File: config.mk
export PLATFORM = sky130hd
export DESIGN_NAME = mp_adder_ctrl
export DESIGN_NICKNAME = d
export VERILOG_FILES = /design/src/rtl/mp_adder_ctrl_pkg.sv /design/src/rtl/rca_adder.sv /design/src/rtl/mp_adder_ctrl.sv
export SDC_FILE = /design/constraint.sdc
export NUM_CORES = 1
export LEC_CHECK = 0
export BUFFER_PORTS_ARGS = -buffer_cell sky130_fd_sc_hd__clkbuf_2
export CORE_MARGIN = 2
export CORE_UTILIZATION = 55
export DETAILED_ROUTE_END_ITERATION = 10
export GPL_TIMING_DRIVEN = 0
export PLACE_DENSITY_LB_ADDON = 0.1
export SETUP_SLACK_MARGIN = 0.1
export SLEW_MARGIN = 10
export SYNTH_ARGS = -nofsm -noshare
export SYNTH_HDL_FRONTEND = slang
export SYNTH_SLANG_ARGS = --single-unit
export TNS_END_PERCENT = 100
File: constraint.sdc
create_clock -name clk -period 32.6 [get_ports clk]
set_clock_uncertainty 0.05 [all_clocks]
set_input_delay 6.52 -clock clk [delete_from_list [all_inputs] [get_ports clk]]
set_output_delay 6.52 -clock clk [all_outputs]
set_load 0.02 [all_outputs]
File: src/rtl/mp_adder_ctrl_pkg.sv
// Shared definitions for the multi-precision adder sequencer.
package mp_adder_ctrl_pkg;

    typedef enum logic [1:0] {
        ST_IDLE = 2'd0,
        ST_RUN  = 2'd1,
        ST_DONE = 2'd2
    } state_t;

    // Width of the word index counter: clog2 of the word count, never below 1 bit.
    function automatic int unsigned idx_width(input int unsigned num_words);
        if (num_words <= 1) begin
            return 1;
        end
        return $clog2(num_words);
    endfunction

endpackage

File: src/rtl/rca_adder.sv
// Narrow ripple-carry adder built from a chain of full-adder cells.
module rca_adder #(
    parameter int unsigned WIDTH = 32
) (
    input  logic [WIDTH-1:0] a,
    input  logic [WIDTH-1:0] b,
    input  logic             ci,
    output logic [WIDTH-1:0] sum,
    output logic             co
);

    logic [WIDTH:0] carry;

    assign carry[0] = ci;

    // One full-adder cell per bit; carry ripples from bit 0 upward.
    for (genvar g = 0; g < WIDTH; g++) begin : g_fa
        assign sum[g]     = a[g] ^ b[g] ^ carry[g];
        assign carry[g+1] = (a[g] & b[g]) | (carry[g] & (a[g] ^ b[g]));
    end

    assign co = carry[WIDTH];

endmodule

File: src/rtl/mp_adder_ctrl.sv
// Multi-precision add/subtract sequencer: one word per clock through a shared adder.
module mp_adder_ctrl
    import mp_adder_ctrl_pkg::*;
#(
    parameter int unsigned DATA_WIDTH = 32,
    parameter int unsigned NUM_WORDS  = 4
) (
    input  logic                            clk,
    input  logic                            rst,
    input  logic                            start,
    input  logic                            sub,
    input  logic                            ci,
    input  logic [DATA_WIDTH*NUM_WORDS-1:0] a,
    input  logic [DATA_WIDTH*NUM_WORDS-1:0] b,
    output logic                            busy,
    output logic                            done,
    output logic [DATA_WIDTH*NUM_WORDS-1:0] sum,
    output logic                            co
);

    localparam int unsigned IDX_W = idx_width(NUM_WORDS);
    localparam logic [IDX_W-1:0] LAST_IDX = IDX_W'(NUM_WORDS - 1);

    state_t                  state;
    logic [IDX_W-1:0]        idx;
    logic                    carry;
    logic [DATA_WIDTH-1:0]   op_a      [NUM_WORDS];
    logic [DATA_WIDTH-1:0]   op_b      [NUM_WORDS];
    logic [DATA_WIDTH-1:0]   sum_words [NUM_WORDS];
    logic [DATA_WIDTH-1:0]   add_sum;
    logic                    add_co;

    // Shared narrow adder, fed by the current word of each captured operand.
    rca_adder #(
        .WIDTH (DATA_WIDTH)
    ) u_rca (
        .a   (op_a[idx]),
        .b   (op_b[idx]),
        .ci  (carry),
        .sum (add_sum),
        .co  (add_co)
    );

    // Result words are registers; expose them as one flat bus.
    for (genvar g = 0; g < NUM_WORDS; g++) begin : g_sum
        assign sum[g*DATA_WIDTH +: DATA_WIDTH] = sum_words[g];
    end

    // Sequencer: capture operands, walk words LSW first, then pulse done.
    always_ff @(posedge clk) begin
        if (rst) begin
            state <= ST_IDLE;
            idx   <= '0;
            carry <= 1'b0;
            busy  <= 1'b0;
            done  <= 1'b0;
            co    <= 1'b0;
            for (int w = 0; w < NUM_WORDS; w++) begin
                op_a[w]      <= '0;
                op_b[w]      <= '0;
                sum_words[w] <= '0;
            end
        end else begin
            case (state)
                ST_IDLE: begin
                    if (start) begin
                        // Subtraction is a + ~b + 1, so b is inverted on capture and ci forced high.
                        for (int w = 0; w < NUM_WORDS; w++) begin
                            op_a[w] <= a[w*DATA_WIDTH +: DATA_WIDTH];
                            op_b[w] <= sub ? ~b[w*DATA_WIDTH +: DATA_WIDTH]
                                           :  b[w*DATA_WIDTH +: DATA_WIDTH];
                        end
                        carry <= sub ? 1'b1 : ci;
                        idx   <= '0;
                        busy  <= 1'b1;
                        state <= ST_RUN;
                    end
                end
                ST_RUN: begin
                    sum_words[idx] <= add_sum;
                    carry          <= add_co;
                    if (idx == LAST_IDX) begin
                        // Final carry is published together with the done pulse.
                        co    <= add_co;
                        done  <= 1'b1;
                        state <= ST_DONE;
                    end else begin
                        idx <= idx + IDX_W'(1);
                    end
                end
                ST_DONE: begin
                    done  <= 1'b0;
                    busy  <= 1'b0;
                    state <= ST_IDLE;
                end
                default: begin
                    state <= ST_IDLE;
                end
            endcase
        end
    end

endmodule

* Yosys cells after proc, flatten, opt, wreduce, memory -nomap -nowiden
Memory sizes are Yosys's and may differ from the RTL's. A register that Yosys moved wholly into a read port is not among the register bits.
Index checks and enable logic that the tools add are counted.
** Storage, ports and cells
- Bits in read-only memories :: 0
- Memories :: 3
- Register bits after elaboration :: 8
- RAM bits :: 384
- Latch bits :: 0
- Word-level logic and storage cells :: 240
** Cells by class
- Add/subtract/negate cells :: 1
- Reductions and logical operators :: 11
- Bitwise gates (word level) :: 172
- Shift operators :: 0
- Muxes and demuxes :: 41
- Multipliers :: 0
- Magnitude comparators :: 0
- Divide/modulo/power cells :: 0
- Eq/ne operators :: 6
** Memories
- op_a :: words 4, width 32, read ports 1, clocked after memory_dff 1, wr ports 4, RTL line mp_adder_ctrl.sv:27 : logic [DATA_WIDTH-1:0] op_a [NUM_WORDS];
- op_b :: words 4, width 32, read ports 1, clocked after memory_dff 1, wr ports 4, RTL line mp_adder_ctrl.sv:28 : logic [DATA_WIDTH-1:0] op_b [NUM_WORDS];
- sum_words :: words 4, width 32, read ports 4, clocked after memory_dff 0, wr ports 4, RTL line mp_adder_ctrl.sv:29 : logic [DATA_WIDTH-1:0] sum_words [NUM_WORDS];
** Operators by type and width (count)
- $mux W32 :: 13
- $not A32 Y32 :: 4
- $and A1 B1 Y1 :: 64
- $xor A1 B1 Y1 :: 64
- $or A1 B1 Y1 :: 40
- $reduce_or A32 Y1 :: 1
- $mux W2 :: 9
- $mux W1 :: 14
- $reduce_and A2 Y1 :: 5
- $pmux W2 S2 :: 2
- $ne A2 B2 Y1 const B :: 3
- $pmux W1 S2 :: 3
- $reduce_bool A2 Y1 :: 3
- $eq A2 B2 Y1 const B :: 2
- $reduce_and A3 Y1 :: 1
- $add A2 B1 Y2 const B :: 1
- $eq A2 B1 Y1 const B :: 1
- $logic_not A2 Y1 :: 1

* Logic depth before layout (Yosys ltp)
- Word-level depth :: 66
- Mapped depth :: 41
- Mapped depth without buffers :: 39

* Hierarchy
From an unflattened synthesis, not the netlist that was laid out.
** Unflattened totals
- Cell total of the unflattened synthesis :: 1126
- Area, all modules :: 17684.5 um2
** By module, submodules not included
- mp_adder_ctrl :: instances 1, cells an instance 1084, area an instance 17006.3 um2
- rca_adder :: instances 1, cells an instance 42, area an instance 678.2 um2

* Least setup slack after synthesis
No wires, ideal clock.
- Kind :: in2reg
- From :: input start
- To :: memory op_a[0][0] (enable)
- Path slack :: 13304 ps
- Stages :: 2
- Data required time :: 31624 ps
- Setup time :: 926 ps
- Arrival time :: 18320 ps
- Path through :: nand2b_4 > o21bai_1
** RTL lines
- start: declaration :: RTL line mp_adder_ctrl.sv:10 : input logic start,
- end: declaration :: RTL line mp_adder_ctrl.sv:27

==> impl_results.md <==
* Outcome: finished clean
* Max-slew headroom at 0.394
* Core Region at approximately 32000 µm²
* Area grow syn2layout at 22.9%
* Wire length on met1 at roughly 18000 µm
* Synth Area in Simple Gates at 0.108
* Ys async rst share at 0
* Critical path launch point type: register
* WS Path Type: register to register
* CP Capture Type: register
* Final Hold Vio Count at 0
* # rows at 65
* H-tree depth at 2
* Post-synthesis xor/xnor area fraction at 0.0635
* Initial Utilization at 0.560
* Layout cells sized above 1 at 0.351
* Switching power at 0.304 mW
* CP bufs+invs at 7
* Die span in y at around 180 µm
* Main combinational cell family by area after synthesis: simple AND/OR/NAND/NOR gates
* Crit path top cell by count: fa_1
* Num CTS Buffers at between 40 and 50
* First-pass GRT wire length at around 64000 µm
* Drt initial violations at 798
* Pins Over Slew Limit at 0
* CTS Hold Bufs at 0
* DRT antenna net count at 0
* Synth Area in Compound Gates at 0.00439
* Synth Area in Adders at 0.0370
* WL final at roughly 43000 µm
* Number of global-route vias before repair at about 11000
* Clk sinks at between 300 and 400
* WP data arrival at 17.38 ns
* Chip Width at 183 µm
* Die area at between 30000 and 40000 µm²
* Maximum vdd drop at approximately 0.000036 V
* Synth Register Bits at between 300 and 400
* Clock Latency Late Sink at 0.53 ns
* Via count at 10700
* IO Count at between 300 and 400
* CP delay by family, top: adder cells
* Met2 routed WL at between 20000 and 25000 µm
* YS warnings at 0
* Max Cap Viol at 0
* DRC at 0
* Leak pwr at a little under 9 nW
* Worst Path Max Fanout at 10
* DP HPWL at between 30000 and 40000 µm
* Vias per cell at approximately 5.2
* HP Class: register to register
* Synth unique cells at 37
* Net Count, Synth at around 1500
* Sw Ratio at 0.245
* Fill count at ~2300
* Synth area leaders: edfxtp_1 (65%), mux4_2 (8.2%), xnor2_1 (6.3%)
* Nets at around 1900
* Clock period minus worst slack at around 17 ns
* Final Cycle Share at 0.526
* Placer Congestion at roughly 0.84
* Pwr dens at between 50 and 60 nW/µm²
* Crit path largest cell delay at 0.69 ns
* Met3 Wirelength at 3490 µm
* Max Used Layer: met5
* Clk buf depth at 3
* Synth Flop Type: edfxtp_1
* CTS tree: built
* Syn_area_per_cell at about 15 µm²
* Multi-input combinational cell area at roughly 5200 µm²
* Cell at the slowest stage of the critical path: buf_1
* Synth area leader: edfxtp_1
* DR WL/cell at 21.0 µm
* Final setup TNS at 0 ns
* Cells after Synth at between 1000 and 1500
* Drt first pass iters at 5
* CP required at 32.83 ns
* Cell area after synthesis at 17700 µm²
* RSZ-0062 raised after global routing: no
* Internal power at ~0.94 mW
* GRT Util Overall at 0.261
* Least-Margin Pin Slew at slightly above 0.9 ns
* Post-CTS sizing at 0
* Fmax at roughly 60 MHz
* Total gr overflow at 0
* Post-synth EDFFs at 384
* Post CTS Setup Buffer Count at 0
* Largest net degree at the start of global routing at 33
* IO Port Bufs at between 300 and 400
* Storage cell area at approximately 12000 µm²
* Comb pwr share at 0.147
* Initial antenna violation count at 10
* Total power at approximately 1.2 mW
* Mux cell area share after synthesis at 0.0822
* Clock Tree Root: clkbuf_16
* Share of the synthesized area in the top cell type at 0.653
* Final setup vio count at 0
* Clock power share at 0.362
* Seq/Total Area, Yosys at 0.664
* Sequential cell fraction of total power at 0.491
* Clk slew on worst S/H paths at approximately 0.060 ns
worst reg2reg max path, delay by kind of cell (launching register included):
kind	cells	cell delay [ns]
flip-flops	1	0.31
buffers and inverters	7	1.39
multiplexers	1	0.40
adder cells (fa/ha/maj)	32	14.73
AND/OR/NAND/NOR	1	0.07
cell usage after synthesis (all sizes together) (2+ instances only):
master	instances
a31oi	2
fa	32
nand4	2
edfxtp	384
nor3	2
nor2	259
nand2b	5
a21oi	2
nor4b	2
or3	2
and2	128
nand2	4
o21bai	2
dfxtp	10
inv	70
mux4	64
xnor2	128
buf	54
clkbuf	20
kinds of logic (layout without fill, tap and decap cells):
logic type / after synthesis / in the layout
flops: 394 / 394
buf+inv: 144 / 616
fa+ha+maj: 33 / 33
xor+xnor: 128 / 128
compound gates: 11 / 11
simple gates: 407 / 407
other cells: 0 / 9
mux: 65 / 65
registers in the layout (all words and copies together), names as in the netlist, named ones only:
| register | cells |
|---|---|
| op_b | 128 |
| carry | 1 |
| sum_words | 128 |
| busy | 1 |
| idx | 2 |
| co | 1 |
| state | 2 |
| op_a | 128 |
| done | 1 |
power by group through the flow:
| stage | clock (mW) | combinational (mW) | sequential (mW) |
|---|---|---|---|
| 2_1_floorplan | 0 | 0.0966 | 0.639 |
| 6_report | 0.450 | 0.183 | 0.609 |
| 4_1_cts | 0.454 | 0.185 | 0.610 |
| 5_1_grt | 0.474 | 0.199 | 0.612 |
| 3_3_place_gp | 0 | 0.175 | 0.632 |
| 3_5_place_dp | 0 | 0.184 | 0.620 |
through the flow:
| step | instances | hold slack [ns] | util | area [µm²] | setup WS [ns] |
|---|---|---|---|---|---|
| CTS | 2056 | 0.433 | 0.687 | 21700 | 15.30 |
| global route | 2062 | 0.467 | 0.688 | 21700 | 14.92 |
| global placement | 1974 | 0.415 | 0.637 | 20100 | 8.60 |
| detailed placement | 1986 | 0.422 | 0.647 | 20400 | 15.34 |
| finish | 2065 | 0.437 | 0.688 | 21700 | 15.45 |
| floorplan | 1182 | 0.436 | - | 17700 | 13.30 |
cell type report:
cell class              instances  share of cell area
flip-flops and latches        394               0.540
multi-input cells             644               0.241
well taps                     402              0.0232
clock buffers                  53              0.0513
inverters                      70              0.0121
repair buffers                402               0.103
clock inverters                17             0.00732
diodes                          9             0.00104
plain buffers                  74              0.0205
layer usage:
layer  vias to the layer above  global-route usage
li1                       4972                   -
met2                       464               0.432
met3                        58              0.0475
met4                         2              0.0672
met1                      5221               0.362
met5                         -                   0
cells in the final DEF, fill, tap and decap left out, types with 10 or more instances in the layout:
cell type and count:
and2_1 128, buf_2 26, buf_6 13, clkbuf_1 27
clkbuf_16 43, clkbuf_2 393, dfxtp_1 10, edfxtp_1 384
fa_1 32, inv_1 70, mux4_2 64, nor2_1 259
xnor2_1 128
final timing paths:
path                  from                to  slack [ns]  cells past startpoint
hold / removal        busy              busy        0.44                      2
setup / recovery  register  sum_words[1][31]       15.45                     41
hold reg to reg       busy              busy        0.44                      2
setup reg to reg  register  sum_words[1][31]       15.45                     41
Note: power is estimated with default switching activity, not from simulation.
